<file path="config.mk">
export PLATFORM = sky130hd
export DESIGN_NAME = riscv_if_flat
export DESIGN_NICKNAME = d
export VERILOG_FILES = /design/src/rtl/riscv_if_if.sv /design/src/rtl/riscv_if.sv /design/src/flat_wrapper.sv
export SDC_FILE = /design/constraint.sdc
export NUM_CORES = 1
export LEC_CHECK = 0
export BUFFER_PORTS_ARGS = -buffer_cell sky130_fd_sc_hd__buf_2
export CAP_MARGIN = 20
export CORE_ASPECT_RATIO = 0.6
export CORE_MARGIN = 1.5
export CORE_UTILIZATION = 55
export CTS_CLUSTER_DIAMETER = 100
export DETAILED_ROUTE_END_ITERATION = 12
export GPL_ROUTABILITY_DRIVEN = 0
export PLACE_DENSITY_LB_ADDON = 0.15
export SLEW_MARGIN = 40
export SYNTH_ARGS = -nofsm -noshare
export SYNTH_HDL_FRONTEND = slang
export SYNTH_SLANG_ARGS = --single-unit
</file>
<file path="constraint.sdc">
create_clock -name i_clk -period 7.2 [get_ports i_clk]
set_clock_uncertainty 0.15 [all_clocks]
set_input_delay 1.08 -clock i_clk [delete_from_list [all_inputs] [get_ports i_clk]]
set_output_delay 1.08 -clock i_clk [all_outputs]
set_load 0.02 [all_outputs]
</file>
<file path="src/rtl/riscv_if_if.sv">
// Instruction-memory request/response bus between the fetch stage (master)
// and instruction memory (slave).
interface riscv_if_if #(
  parameter int XLEN = 32
) ();
  logic            o_if_imem_req;
  logic [XLEN-1:0] o_if_imem_addr;
  logic            i_if_imem_ready;
  logic [XLEN-1:0] i_if_imem_rdata;

  modport master (
    output o_if_imem_req, o_if_imem_addr,
    input  i_if_imem_ready, i_if_imem_rdata
  );

  modport slave (
    input  o_if_imem_req, o_if_imem_addr,
    output i_if_imem_ready, i_if_imem_rdata
  );
endinterface

</file>
<file path="src/rtl/riscv_if.sv">
// RV32 instruction-fetch stage: PC, imem handshake, one-entry skid buffer and IF/ID register.
// Optional performance counters are compiled in when RISCV_IF_PERF_EN is defined.
module riscv_if #(
  parameter int              XLEN     = 32,
  parameter logic [XLEN-1:0] RESET_PC = 32'h0000_0000
) (
  input  logic            i_clk,
  input  logic            i_rstn,
  input  logic            i_if_stall,
  input  logic            i_if_flush,
  input  logic            i_if_pc_sel,
  input  logic [XLEN-1:0] i_if_pc_target,
  riscv_if_if.master      imem,
  output logic [XLEN-1:0] o_id_instr,
  output logic [XLEN-1:0] o_id_pc,
  output logic [XLEN-1:0] o_id_pc_plus4,
  output logic            o_id_valid,
  output logic            o_if_busy
`ifdef RISCV_IF_PERF_EN
  ,
  output logic [31:0]     o_if_perf_fetch_cnt,
  output logic [31:0]     o_if_perf_stall_cnt
`endif
);

  localparam logic [XLEN-1:0] NOP_INSTR = XLEN'(32'h0000_0013);

  typedef enum logic [2:0] {S_IDLE, S_FETCH, S_WAIT, S_HOLD, S_KILL} state_t;

  state_t          state;
  state_t          state_nxt;
  logic [XLEN-1:0] pc;
  logic [XLEN-1:0] pend_pc;
  logic [XLEN-1:0] skid_instr;
  logic [XLEN-1:0] skid_pc;

  logic req;
  logic busy;
  logic ready;
  logic redir_now;
  logic redir_pend;
  logic kill_done;
  logic capture;
  logic skid_load;
  logic skid_move;

  function automatic logic [XLEN-1:0] pc_align(input logic [XLEN-1:0] p);
    return p & ~XLEN'(3);
  endfunction

  function automatic logic [XLEN-1:0] pc_inc(input logic [XLEN-1:0] p);
    return p + XLEN'(4);
  endfunction

  assign ready = imem.i_if_imem_ready;

  always_ff @(posedge i_clk) begin
    if (!i_rstn) state <= S_IDLE;
    else         state <= state_nxt;
  end

  always_comb begin
    state_nxt = state;
    unique case (state)
      S_IDLE:  state_nxt = S_FETCH;
      S_FETCH: begin
        if (redir_pend)         state_nxt = S_KILL;
        else if (req && !ready) state_nxt = S_WAIT;
        else                    state_nxt = S_FETCH;
      end
      S_WAIT: begin
        if (redir_pend)     state_nxt = S_KILL;
        else if (redir_now) state_nxt = S_FETCH;
        else if (ready)     state_nxt = i_if_stall ? S_HOLD : S_FETCH;
        else                state_nxt = S_WAIT;
      end
      S_HOLD: begin
        if (i_if_pc_sel || !i_if_stall) state_nxt = S_FETCH;
      end
      S_KILL: begin
        if (ready) state_nxt = S_FETCH;
      end
      default: state_nxt = S_IDLE;
    endcase
  end

  // A redirect lands immediately unless a request is in flight without its
  // response; then the target is parked until the stale response drains.
  always_comb begin
    req  = 1'b0;
    busy = 1'b0;
    unique case (state)
      S_FETCH:        req = !i_if_stall;
      S_WAIT, S_KILL: begin
        req  = 1'b1;
        busy = 1'b1;
      end
      default: ;
    endcase
    redir_now  = i_if_pc_sel && (!req || ready);
    redir_pend = i_if_pc_sel && req && !ready;
    capture    = (state == S_FETCH || state == S_WAIT) && req && ready &&
                 !i_if_pc_sel && !i_if_stall;
    skid_load  = (state == S_WAIT) && ready && i_if_stall && !i_if_pc_sel;
    skid_move  = (state == S_HOLD) && !i_if_stall && !i_if_pc_sel;
    kill_done  = (state == S_KILL) && ready && !i_if_pc_sel;
  end

  assign imem.o_if_imem_req  = i_rstn && req;
  assign imem.o_if_imem_addr = pc;
  assign o_if_busy           = i_rstn && busy;

  // PC / IF-ID stage boundary
  always_ff @(posedge i_clk) begin
    if (!i_rstn) begin
      pc            <= RESET_PC;
      pend_pc       <= '0;
      o_id_instr    <= NOP_INSTR;
      o_id_pc       <= '0;
      o_id_pc_plus4 <= '0;
      o_id_valid    <= 1'b0;
    end else begin
      if (redir_now)                   pc <= pc_align(i_if_pc_target);
      else if (kill_done)              pc <= pend_pc;
      else if (capture || skid_load)   pc <= pc_inc(pc);

      if (redir_pend) pend_pc <= pc_align(i_if_pc_target);

      if (i_if_flush) begin
        o_id_instr <= NOP_INSTR;
        o_id_valid <= 1'b0;
      end else if (!i_if_stall) begin
        if (capture) begin
          o_id_instr    <= imem.i_if_imem_rdata;
          o_id_pc       <= pc;
          o_id_pc_plus4 <= pc_inc(pc);
          o_id_valid    <= 1'b1;
        end else if (skid_move) begin
          o_id_instr    <= skid_instr;
          o_id_pc       <= skid_pc;
          o_id_pc_plus4 <= pc_inc(skid_pc);
          o_id_valid    <= 1'b1;
        end else begin
          o_id_instr <= NOP_INSTR;
          o_id_valid <= 1'b0;
        end
      end
    end
  end

  // Skid entry is meaningful only in HOLD, so its payload carries no reset
  always_ff @(posedge i_clk) begin
    if (skid_load) begin
      skid_instr <= imem.i_if_imem_rdata;
      skid_pc    <= pc;
    end
  end

`ifdef RISCV_IF_PERF_EN
  logic [31:0] fetch_cnt;
  logic [31:0] stall_cnt;

  always_ff @(posedge i_clk) begin
    if (!i_rstn) begin
      fetch_cnt <= '0;
      stall_cnt <= '0;
    end else begin
      if (!i_if_flush && !i_if_stall && (capture || skid_move))
        fetch_cnt <= fetch_cnt + 32'd1;
      if (busy)
        stall_cnt <= stall_cnt + 32'd1;
    end
  end

  assign o_if_perf_fetch_cnt = fetch_cnt;
  assign o_if_perf_stall_cnt = stall_cnt;
`endif

endmodule
</file>
<file path="src/flat_wrapper.sv">
// flat-port wrapper written by rule: the top's interface ports become plain ports
module riscv_if_flat 
#(
  parameter int              XLEN     = 32,
  parameter logic [XLEN-1:0] RESET_PC = 32'h0000_0000
)
  (i_clk, i_rstn, i_if_stall, i_if_flush, i_if_pc_sel, i_if_pc_target, o_id_instr, o_id_pc, o_id_pc_plus4, o_id_valid, o_if_busy, imem_o_if_imem_req, imem_o_if_imem_addr, imem_i_if_imem_ready, imem_i_if_imem_rdata);
  riscv_if_if #(.XLEN(XLEN)) imem_i ();
  input  logic i_clk;
  input  logic i_rstn;
  input  logic i_if_stall;
  input  logic i_if_flush;
  input  logic i_if_pc_sel;
  input  logic [XLEN-1:0] i_if_pc_target;
  output logic [XLEN-1:0] o_id_instr;
  output logic [XLEN-1:0] o_id_pc;
  output logic [XLEN-1:0] o_id_pc_plus4;
  output logic o_id_valid;
  output logic o_if_busy;
  output wire logic [$bits(imem_i.o_if_imem_req)-1:0] imem_o_if_imem_req;
  output wire logic [$bits(imem_i.o_if_imem_addr)-1:0] imem_o_if_imem_addr;
  input wire logic [$bits(imem_i.i_if_imem_ready)-1:0] imem_i_if_imem_ready;
  input wire logic [$bits(imem_i.i_if_imem_rdata)-1:0] imem_i_if_imem_rdata;
  assign imem_o_if_imem_req = imem_i.o_if_imem_req;
  assign imem_o_if_imem_addr = imem_i.o_if_imem_addr;
  assign imem_i.i_if_imem_ready = imem_i_if_imem_ready;
  assign imem_i.i_if_imem_rdata = imem_i_if_imem_rdata;
  riscv_if #(.XLEN(XLEN), .RESET_PC(RESET_PC)) u_core (.i_clk(i_clk), .i_rstn(i_rstn), .i_if_stall(i_if_stall), .i_if_flush(i_if_flush), .i_if_pc_sel(i_if_pc_sel), .i_if_pc_target(i_if_pc_target), .imem(imem_i), .o_id_instr(o_id_instr), .o_id_pc(o_id_pc), .o_id_pc_plus4(o_id_pc_plus4), .o_id_valid(o_id_valid), .o_if_busy(o_if_busy));
endmodule
</file>
# == After elaboration in Yosys (flattened, before gate mapping) ==
# Cells that the tools add are included.
# word_totals
reg_bits,226
input_bits,70
output_inout_bits,131
# op_classes
n_eq_ne,6
mux,22
n_addsub,2
n_bitwise,3
reduce_logical,34
# ops
cell,count
$mux 32,9
$add 32x3->32 const B,2
$mux 3,6
$logic_and 1x1->1,17
$pmux 3 s5,1
$eq 3x2->1 const B,2
$reduce_or 2->1,3
$logic_not 1->1,4
$logic_or 1x1->1,4
$mux 2,2
$reduce_bool 2->1,2
$eq 3x1->1 const B,1
$eq 3x3->1 const B,1
$logic_not 3->1,1
$mux 1,3
$not 1->1,3
$reduce_and 3->1,1
$reduce_bool 3->1,1
$ne 2x1->1 const B,1
$ne 2x2->1 const B,1
$pmux 1 s2,1
$reduce_and 2->1,1

# == Longest topological paths before layout ==
# Gate-level depths: netlist (run 1).
# depth
ltp_word,11
mapped_depth,9
depth_no_buf,7

# == Worst setup path before layout (run 1) ==
# OpenSTA, ideal clock, no wires.
# synth_path
path_type,input to register
from,input port imem_i_if_imem_ready
to,"register u_core.skid_instr[0], enable pin"
setup_slack_ns,0.632
path_stages,3
t_required_ns,6.485
arrival_time_ns,5.853
cell_sequence,clkbuf_1 -> nand4b_1 -> nor3_1
# synth_via
elab_chain_cells,3
# synth_rtl
item,line,rtl
"start, declared",flat_wrapper.sv:22,input wire logic [$bits(imem_i.i_if_imem_ready)-1:0] imem_i_if_imem_ready;
$logic_and 1x1->1 (3 in a row),riscv_if.sv:104,skid_load = (state == S_WAIT) && ready && i_if_stall && !i_if_pc_sel;
net u_core.skid_load,riscv_if.sv:44,logic skid_load;
"end signal, assigned",riscv_if.sv:154,skid_instr <= imem.i_if_imem_rdata;
"end, declared",riscv_if.sv:34,logic [XLEN-1:0] skid_instr;
# The timed path passes the listed nets, and every way through them passes these cells.
# A chain may end at the register's enable or synchronous reset.

# == Worst setup path in the final report (run 1) ==
# layout_path
from,input port i_rstn
to,output port o_if_busy
# layout_via
elab_chain_cells,1
# layout_rtl
item,line,rtl
"start, declared",flat_wrapper.sv:10,input logic i_rstn;
$logic_and 1x1->1,riscv_if.sv:111,assign o_if_busy = i_rstn && busy;
"end, declared",flat_wrapper.sv:19,output logic o_if_busy;
# No other way between the ends.

==> impl_metrics.yaml, run 1 <==
run_status:
  status: "finished, final reports clean"
timing:
  finalWorstPathRequiredPeriod_ns: 3.797
  fin_tns_setup_ns: 0
  fmax_mhz: 263.3
  relSlewSlack: 0.4321
  finalCritPeriodShare: 0.5274
  worst_slew_pin_slew_ns: 0.8518
  drv_slew: 0
  rsz0062_at_grt: "no"
  timing.final.hold_violations: 0
  setup_viol: 0
  layout_setup_ws_ns: 3.403
clock_tree:
  clock-sinks: 224
  hold_buffers: 0
  cts.clk_slew.worst_paths_ns: 0.06
  ctsRootBufferMaster: "clkbuf_16"
  cts-buffers-inserted: 21
  postCtsSetupBuffers: 0
  clk_path_buf_depth: 3
  cts_resized: 0
  ctsHtreeMaxLevel: 1
  cts_tree: "yes"
  clock_latency_ns: 0.50
worst_setup_path:
  required_ns: 5.97
  cp_data_arrival_time_ns: 2.57
  crit_path_top_delay_cell: "inv_2"
  cp-start-kind: "input port"
  endpoint_kind: "primary output"
  cp_cell_sequence: "buf_2, buf_4, inv_2, nor3_1, buf_2"
  criticalPathCategory: "in2out"
  path_max_fanout: 46
  critPathBufInv: 4
  cp_top_family: "buffers and inverters"
  max_stage_delay_ns: 0.46
  worst_path_most_repeated_cell: "buf_2"
placed_design:
  pre_cts_slack_ns: 3.082
  dpl.hpwl_um: 18900
  portBuffers: 198
layout:
  n_fill_cell: 1561
  syn_to_final_growth_pct: 16.61
  nets: 1339
  drive_above_1_share: 0.2194
  diodes: 0
route:
  drt-pass1-iter-count: 6
  viasPerCell: 6.055
  final_antenna_net_count: 0
  drtIter0Drc: 890
  wl_um: 28820
  drc_errors: 0
  vias: 9209
  wl_per_cell_um: 18.95
floorplanning:
  die_area_sq_um: 19350
  io_pins: 201
  die_x_um: 178.6
  core_area_sq_um: 18070
  num_rows: 38
  die_y_um: 108.4
  start_util: 0.5632
power_and_ir_drop:
  clkPwrFrac: 0.392
  power_frac_comb: 0.096
  power_switching_mw: 0.6957
  p_int_mw: 2.000
  p_leak_nw: 4.550
  power_density_nw_per_um2: 227.2
  pwr-share-seq: 0.513
  ir_drop_v: 0.0001531
  swShare: 0.2580
job:
  drv_cap: 0
yosys:
  yosysTopAreaCellShare: 0.3148
  netlist_area_sq_um: 10170
  synth_cell_types: 75
  syn-instance-count: 1117
  synth_top_cell_by_area: "dfxtp_1"
  synth_nets: 1189
  yosysMostFrequentCell: "nand2_1"
  ys_seq_area_frac: 0.5037
  ys_seq_elements: 224
  yosysWarnings: 0
  synthFlopType: "dfxtp_1"
  synth_common_cells: "195 x nand2_1, 160 x dfxtp_1, 107 x a21oi_1"
  synth_edf_count: 64
  yosys-top-cells-area: "dfxtp_1 31%, edfxtp_1 19%, nand2_1 7.2%"
  syn_area_per_cell_sq_um: 9.109
  synth_async_sr_flop_share: 0
global_routing:
  grt-ovfl-total: 0
  grt_max_degree: 78
  grt_antenna_before_repair: 0
  grt_pass1_vias: 8251
  grt_pass1_wl_um: 44460
  grt.total_usage: 0.2919
min_path:
  hp-class: "reg2reg"
## cells in the final DEF, fill, tap and decap left out, types with 14 or more instances in the layout
cell type	instances
buf_2	198
nand2_1	195
dfxtp_1	160
a21oi_1	107
nor2_1	85
edfxtp_1	64
o21ai_0	50
nand3_1	39
xnor2_1	38
a22oi_1	34
a311oi_1	27
clkbuf_16	21
xor2_1	18
mux2i_1	16
nor3_1	14
nand4_1	14
buf_4	14
## kinds of logic (layout without fill, tap and decap cells)
group / Yosys count / in the layout / share of synthesized area
and+or+nand+nor: 417 / 417 / 0.1931
AOI/OAI and AO/OA: 296 / 296 / 0.1853
DFF: 224 / 224 / 0.5037
buffers and inverters: 100 / 264 / 0.04439
xor gates and xnor gates: 57 / 57 / 0.04980
muxes: 20 / 20 / 0.02029
adders and majority gates: 3 / 3 / 0.003443
## worst register-to-register path, delay by kind of cell (launching register included)
| family | cells | cell delay, ns |
|---|---|---|
| buf+inv | 1 | 0.62 |
| compound gates | 2 | 0.54 |
| simple gates | 3 | 0.88 |
| fa+ha+maj | 1 | 0.27 |
| flops | 1 | 0.74 |
## worst paths after layout
| kind | slack [ns] | cells past startpoint | end | startpoint |
|---|---|---|---|---|
| worst max-delay path | 3.40 | 5 | o_if_busy | i_rstn |
| worst min-delay path | 0.31 | 2 | u_core.pend_pc[12] | u_core.pend_pc[12] |
| worst max register to register | 3.92 | 7 | u_core.o_id_pc_plus4[16] | u_core.state[1] |
| worst min register to register | 0.31 | 2 | u_core.pend_pc[12] | u_core.pend_pc[12] |
## power by group through the flow
| stage | clock network [mW] | registers [mW] | logic [mW] |
|---|---|---|---|
| 2_1_floorplan | 0 | 1.42 | 0.145 |
| 3_3_place_gp | 0 | 1.41 | 0.250 |
| 3_5_place_dp | 0 | 1.41 | 0.255 |
| 4_1_cts | 1.07 | 1.38 | 0.256 |
| 5_1_grt | 1.12 | 1.39 | 0.280 |
| 6_report | 1.06 | 1.38 | 0.258 |
## sequential cells by signal, indices dropped and copies added (netlist names)
register,count
u_core.pend_pc,30
u_core.o_id_pc_plus4,32
u_core.o_id_valid,1
u_core.state,3
u_core.o_id_pc,30
u_core.skid_instr,32
u_core.o_id_instr,32
u_core.skid_pc,32
u_core.imem.o_if_imem_addr,32
## area by class of cell
type | instances | area (sq um) | share of cell area
Sequential cell | 224 | 5125 | 0.4319
Multi-Input combinational cell | 793 | 4648 | 0.3918
Timing Repair Buffer | 213 | 1107 | 0.09332
Clock buffer | 32 | 606.8 | 0.05114
Tap cell | 240 | 300.3 | 0.02531
Inverter | 14 | 52.55 | 0.004429
Clock inverter | 5 | 25.02 | 0.002109
## metrics by stage
stage / area (sq um) / util / power [mW] / std cells / hold WS (ns)
floorplan: 10170 / - / 1.561 / 1117 / 0.2832
global placement: 11200 / 0.6202 / 1.658 / 1484 / 0.2894
detailed placement: 11220 / 0.6209 / 1.663 / 1484 / 0.2963
CTS: 11850 / 0.6559 / 2.705 / 1521 / 0.3053
global route: 11870 / 0.6567 / 2.787 / 1521 / 0.3226
finish: 11870 / 0.6567 / 2.696 / 1521 / 0.3055
## routing by layer
layer	routed length, um	GRT usage	vias up
met2	12620	0.4432	380
li1	-	-	4335
met5	0	0	-
met3	2363	0.05942	48
met1	13200	0.4254	4446
met4	635	0.07321	0
Note: power is estimated with default switching activity, not from simulation.
==> inputs of run 2 (changes only) <==
==> constraint.sdc (replaced) <==
create_clock -name i_clk -period 3.6 [get_ports i_clk]
set_clock_uncertainty 0.15 [all_clocks]
set_input_delay 0.54 -clock i_clk [delete_from_list [all_inputs] [get_ports i_clk]]
set_output_delay 0.54 -clock i_clk [all_outputs]
set_load 0.02 [all_outputs]
==> run 2 against run 1 <==
Net effect: total power is 100% higher; clock-buffer cell count did not move; via count grew 1.4%; final area up 1.2%; flip-flop and latch count did not move; sequential share of layout area down 0.53 points; critical path depth is 2 higher; register-to-register slack got worse by 3.1 ns; worst hold slack lost 0.22 ns; largest power group unchanged; highest routed layer unchanged.
==> impl_metrics.yaml, run 2 (same netlist as run 1, synthesis figures left out) <==
worst_setup_path:
  endpoint_kind: "flip-flop"
  required_ns: 3.89
  criticalPathCategory: "reg2reg"
  path_max_fanout: 8
  cp_data_arrival_time_ns: 3.09
  r2r_setup_slack_ns: 0.80
  cp-start-kind: "flip-flop"
placed_design:
  portBuffers: 198
  dp.cells: 1493
  dpl.hpwl_um: 19790
floorplanning:
  die_y_um: 108.4
  num_rows: 38
  io_pins: 201
  die_area_sq_um: 19350
  core_area_sq_um: 18070
  start_util: 0.5632
  die_x_um: 178.6
route:
  drt-pass1-iter-count: 5
  wl_um: 29250
  viasPerCell: 6.089
  wl_met3_um: 2480
  met1_length_um: 13100
  top_layer: "met4"
  drtIter0Drc: 857
  final_antenna_net_count: 0
  vias: 9334
  drc_errors: 0
  wl_met2_um: 13000
  wl_per_cell_um: 19.08
clock_tree:
  clock_latency_ns: 0.50
  cts-buffers-inserted: 22
  cts.clk_slew.worst_paths_ns: 0.07
  cts_resized: 0
  clock-sinks: 224
  clk_path_buf_depth: 3
  hold_buffers: 0
  ctsRootBufferMaster: "clkbuf_16"
  ctsHtreeMaxLevel: 1
  postCtsSetupBuffers: 0
  cts_tree: "yes"
layout:
  layout_common_cells: "198 x buf_2, 195 x nand2_1, 160 x dfxtp_1, 107 x a21oi_1, 85 x nor2_1"
  syn_to_final_growth_pct: 18.06
  final_common_cell: "buf_2"
  drive_above_1_share: 0.2212
  fin_cells: 1533
  diodes: 0
  n_fill_cell: 1543
  final_core_util: 0.6649
  nets: 1349
job:
  drv_cap: 0
power_and_ir_drop:
  p_leak_nw: 4.617
  p_total_mw: 5.467
  power_density_nw_per_um2: 455.1
  ir_drop_v: 0.0003058
min_path:
  hp-class: "in2reg"
timing:
  worst_slew_pin_slew_ns: 0.8839
  setup_viol: 0
  fin_tns_setup_ns: 0
  relSlewSlack: 0.4062
  finalWorstPathRequiredPeriod_ns: 2.804
  timing.final.hold_violations: 0
  hold_slack_ns: 0.08180
  rsz0062_at_grt: "no"
  fmax_mhz: 356.7
  finalCritPeriodShare: 0.7788
  drv_slew: 0
global_routing:
  grt.total_usage: 0.2948
  grt_max_degree: 65
  grt_antenna_before_repair: 0
  grt_pass1_vias: 8398
  grt-ovfl-total: 0
  grt_pass1_wl_um: 44750
run_status:
  status: "finished, final reports clean"
-- run 2: worst max-delay path: stages (launching register included) --
cell and delay (ns):
dfxtp_1 0.49, ha_1 0.29, nand2_1 0.15, nor3_1 0.72, and3_1 0.45, nand3_1 0.18, xor2_1 0.18, a21oi_1 0.14
-- run 2: where the power goes --
| part | switching, mW | internal [mW] | leakage [nW] |
|---|---|---|---|
| clock | 0.958 | 1.21 | 0.324 |
| combinational | 0.338 | 0.193 | 2.40 |
| sequential | 0.109 | 2.66 | 1.89 |
| total | 1.40 | 4.06 | 4.62 |
-- run 2: layout make-up --
class	instances	area, sq um	share of cell area
Sequential cell	224	5125	0.4266
Tap cell	240	300.3	0.02500
Clock buffer	32	629.4	0.05239
Inverter	14	52.55	0.004375
Multi-Input combinational cell	793	4634	0.3858
Clock inverter	8	37.54	0.003125
Timing Repair Buffer	222	1234	0.1027
-- run 2: path summary, 6_finish.rpt --
kind	start	end	cells past startpoint
worst max-delay path	u_core.imem.o_if_imem_addr[2]	u_core.o_id_pc_plus4[30]	7
worst min-delay path	imem_i_if_imem_rdata[12]	u_core.skid_instr[12]	1
worst max register to register	u_core.imem.o_if_imem_addr[2]	u_core.o_id_pc_plus4[30]	7
worst min register to register	u_core.pend_pc[3]	u_core.pend_pc[3]	2
-- run 2: through the flow --
stage	worst slack, ns	cell area [sq um]
after detailed placement	0.9417	11340
final	0.7963	12010
after floorplan	0.4587	10190
after global placement	1.068	11340
after global routing	0.7155	12010
after CTS	0.9201	12010
-- run 2: metal layers --
layer	up-vias	track usage
met5	-	0
met1	4510	0.4274
met3	55	0.05415
met2	416	0.4535
met4	0	0.07798
li1	4353	-
==> inputs of run 3 (changes only) <==
==> constraint.sdc (replaced) <==
create_clock -name i_clk -period 2.61 [get_ports i_clk]
set_clock_uncertainty 0.15 [all_clocks]
set_input_delay 0.3915 -clock i_clk [delete_from_list [all_inputs] [get_ports i_clk]]
set_output_delay 0.3915 -clock i_clk [all_outputs]
set_load 0.02 [all_outputs]
==> run 3 against run 2 <==
Net effect: combinational power rose by 69%; via count rose by 2.0%; core utilization rose by 4.8 points; largest cell class unchanged; die area did not move; clock power rose by 45%; final area rose by 7.3%; routed wire length rose by 1.9%; critical path type unchanged; total power rose by 43%; sequential share of layout area fell by 2.9 points; global-route usage rose by 0.49 points; sequential power rose by 36%.
==> impl_metrics.yaml, run 3 (same netlist as run 1, synthesis figures left out) <==
run_status:
  status: "finished, final reports clean"
route:
  wl_per_cell_um: 18.40
  drtIter0Drc: 935
  final_antenna_net_count: 0
  vias: 9523
  drc_errors: 0
  viasPerCell: 5.882
  drt-pass1-iter-count: 7
  wl_um: 29800
layout:
  final_core_util: 0.7132
  diodes: 0
  n_fill_cell: 1372
  nets: 1437
  multiInputGateArea_sq_um: 4642
  final_common_cell: "buf_2"
  regArea_sq_um: 5127
  final_cell_area_sq_um: 12890
  drive_above_1_share: 0.2321
  syn_to_final_growth_pct: 26.65
  layout_common_cells: "198 x buf_2, 195 x nand2_1, 158 x dfxtp_1, 107 x a21oi_1, 85 x nor2_1"
job:
  drv_cap: 0
global_routing:
  grt_pass1_vias: 8547
  grt_pass1_wl_um: 45540
  grt_antenna_before_repair: 0
  grt-ovfl-total: 0
  grt_max_degree: 65
  grt.total_usage: 0.2997
power_and_ir_drop:
  p_leak_nw: 5.046
  swShare: 0.2544
  ir_drop_v: 0.0004584
  pwr-share-seq: 0.482
  power_switching_mw: 1.988
  p_int_mw: 5.825
  power_frac_comb: 0.115
  power_density_nw_per_um2: 606.3
  clkPwrFrac: 0.403
clock_tree:
  cts.clk_slew.worst_paths_ns: 0.07
  ctsRootBufferMaster: "clkbuf_16"
  ctsHtreeMaxLevel: 1
  cts_tree: "yes"
  clock_latency_ns: 0.50
  clk_path_buf_depth: 3
  cts-buffers-inserted: 21
  postCtsSetupBuffers: 0
  clock-sinks: 224
worst_setup_path:
  path_max_fanout: 19
  required_ns: 2.91
  reg2reg_from: "u_core.state[1]"
  cp-start-kind: "flip-flop"
  endpoint_kind: "flip-flop"
  criticalPathCategory: "reg2reg"
  worstRegToRegCells: 6
  cp_data_arrival_time_ns: 2.70
  regToRegEndpoint: "u_core.imem.o_if_imem_addr[25]"
  r2r_setup_slack_ns: 0.21
placed_design:
  dpl_cell_area_sq_um: 11610
  portBuffers: 198
  pre_cts_slack_ns: 0.2108
  dpl.hpwl_um: 20080
timing:
  worst_slew_pin_slew_ns: 0.7069
  timing.final.hold_violations: 0
  finalCritPeriodShare: 0.9199
  layout_setup_ws_ns: 0.2090
  setup_viol: 0
  drv_slew: 0
  relSlewSlack: 0.5270
  finalWorstPathRequiredPeriod_ns: 2.401
  fin_tns_setup_ns: 0
  rsz0062_at_grt: "no"
  fmax_mhz: 416.5
floorplanning:
  start_util: 0.5632
  die_x_um: 178.6
  core_area_sq_um: 18070
  die_area_sq_um: 19350
  num_rows: 38
  io_pins: 201
  die_y_um: 108.4
min_path:
  hp-class: "in2reg"
  whs_endpoint: "u_core.pend_pc[10]"
  hold_depth: 3
  hold_start: "i_if_pc_target[10]"
[run 3: cell types whose count changed in the layout (fill, tap and decap cells not counted), sizes merged]
cell,delta
dlygate4sd3,+59
buf,+30
clkbuf,-3
bufinv,+2
clkinv,-2
[run 3: layer usage]
layer | track usage | routed length (um) | vias up
met5 | 0 | 0 | -
met1 | 0.4402 | 13440 | 4502
li1 | - | - | 4531
met2 | 0.4571 | 13030 | 446
met4 | 0.07321 | 616 | 0
met3 | 0.05485 | 2713 | 44
[run 3: worst max-delay path by stage]
stage                     slack [ns]  depth (start not counted)                 start                        endpoint
after floorplan                -0.27                          4       u_core.state[1]            u_core.skid_instr[0]
after global placement          0.15                          7  imem_i_if_imem_ready  u_core.imem.o_if_imem_addr[13]
after detailed placement        0.21                          8  imem_i_if_imem_ready  u_core.imem.o_if_imem_addr[25]
after CTS                       0.28                          6       u_core.state[1]  u_core.imem.o_if_imem_addr[25]
after global routing            0.07                          6       u_core.state[1]  u_core.imem.o_if_imem_addr[25]
final                           0.21                          6       u_core.state[1]  u_core.imem.o_if_imem_addr[25]
[run 3: layout make-up]
cell class,count,share of cell area
timing repair buffer,311,0.1610
clock buffer,29,0.04632
multi-input combinational,793,0.3602
clock inverter,8,0.007185
inverter,14,0.004078
tap,240,0.02330
sequential,224,0.3979
[run 3: through the flow]
step | hold slack (ns) | power (mW) | instances
final | 0.005576 | 7.813 | 1619
after global routing | 0.01033 | 8.029 | 1619
after CTS | 0.003063 | 7.811 | 1619
after detailed placement | 0.2937 | 4.655 | 1523
after global placement | 0.2885 | 4.637 | 1523
after floorplan | 0.2832 | 4.314 | 1117
[run 3: what timing repair did]
| action | 4_1_cts | 5_1_grt |
|---|---|---|
| hold endpoints to repair | 59 | 0 |
| hold buffers | 59 | 0 |
| gates resized for setup | 0 | 0 |
[run 3: worst max-delay path, cell delays in order, from the launching register on]
cell,delay (ns)
dfxtp_2,0.55
or3_1,0.22
a41oi_2,0.26
nor2_1,0.62
o21ai_0,0.21
a31oi_1,0.19
o22a_1,0.14
[run 3: power groups by stage]
stage                     logic [mW]  registers (mW)  clock network [mW]
final                          0.898            3.76                3.15
after global routing           0.966            3.77                3.29
after CTS                      0.889            3.76                3.16
after detailed placement       0.817            3.84                   0
after global placement         0.802            3.84                   0
after floorplan                0.407            3.91                   0
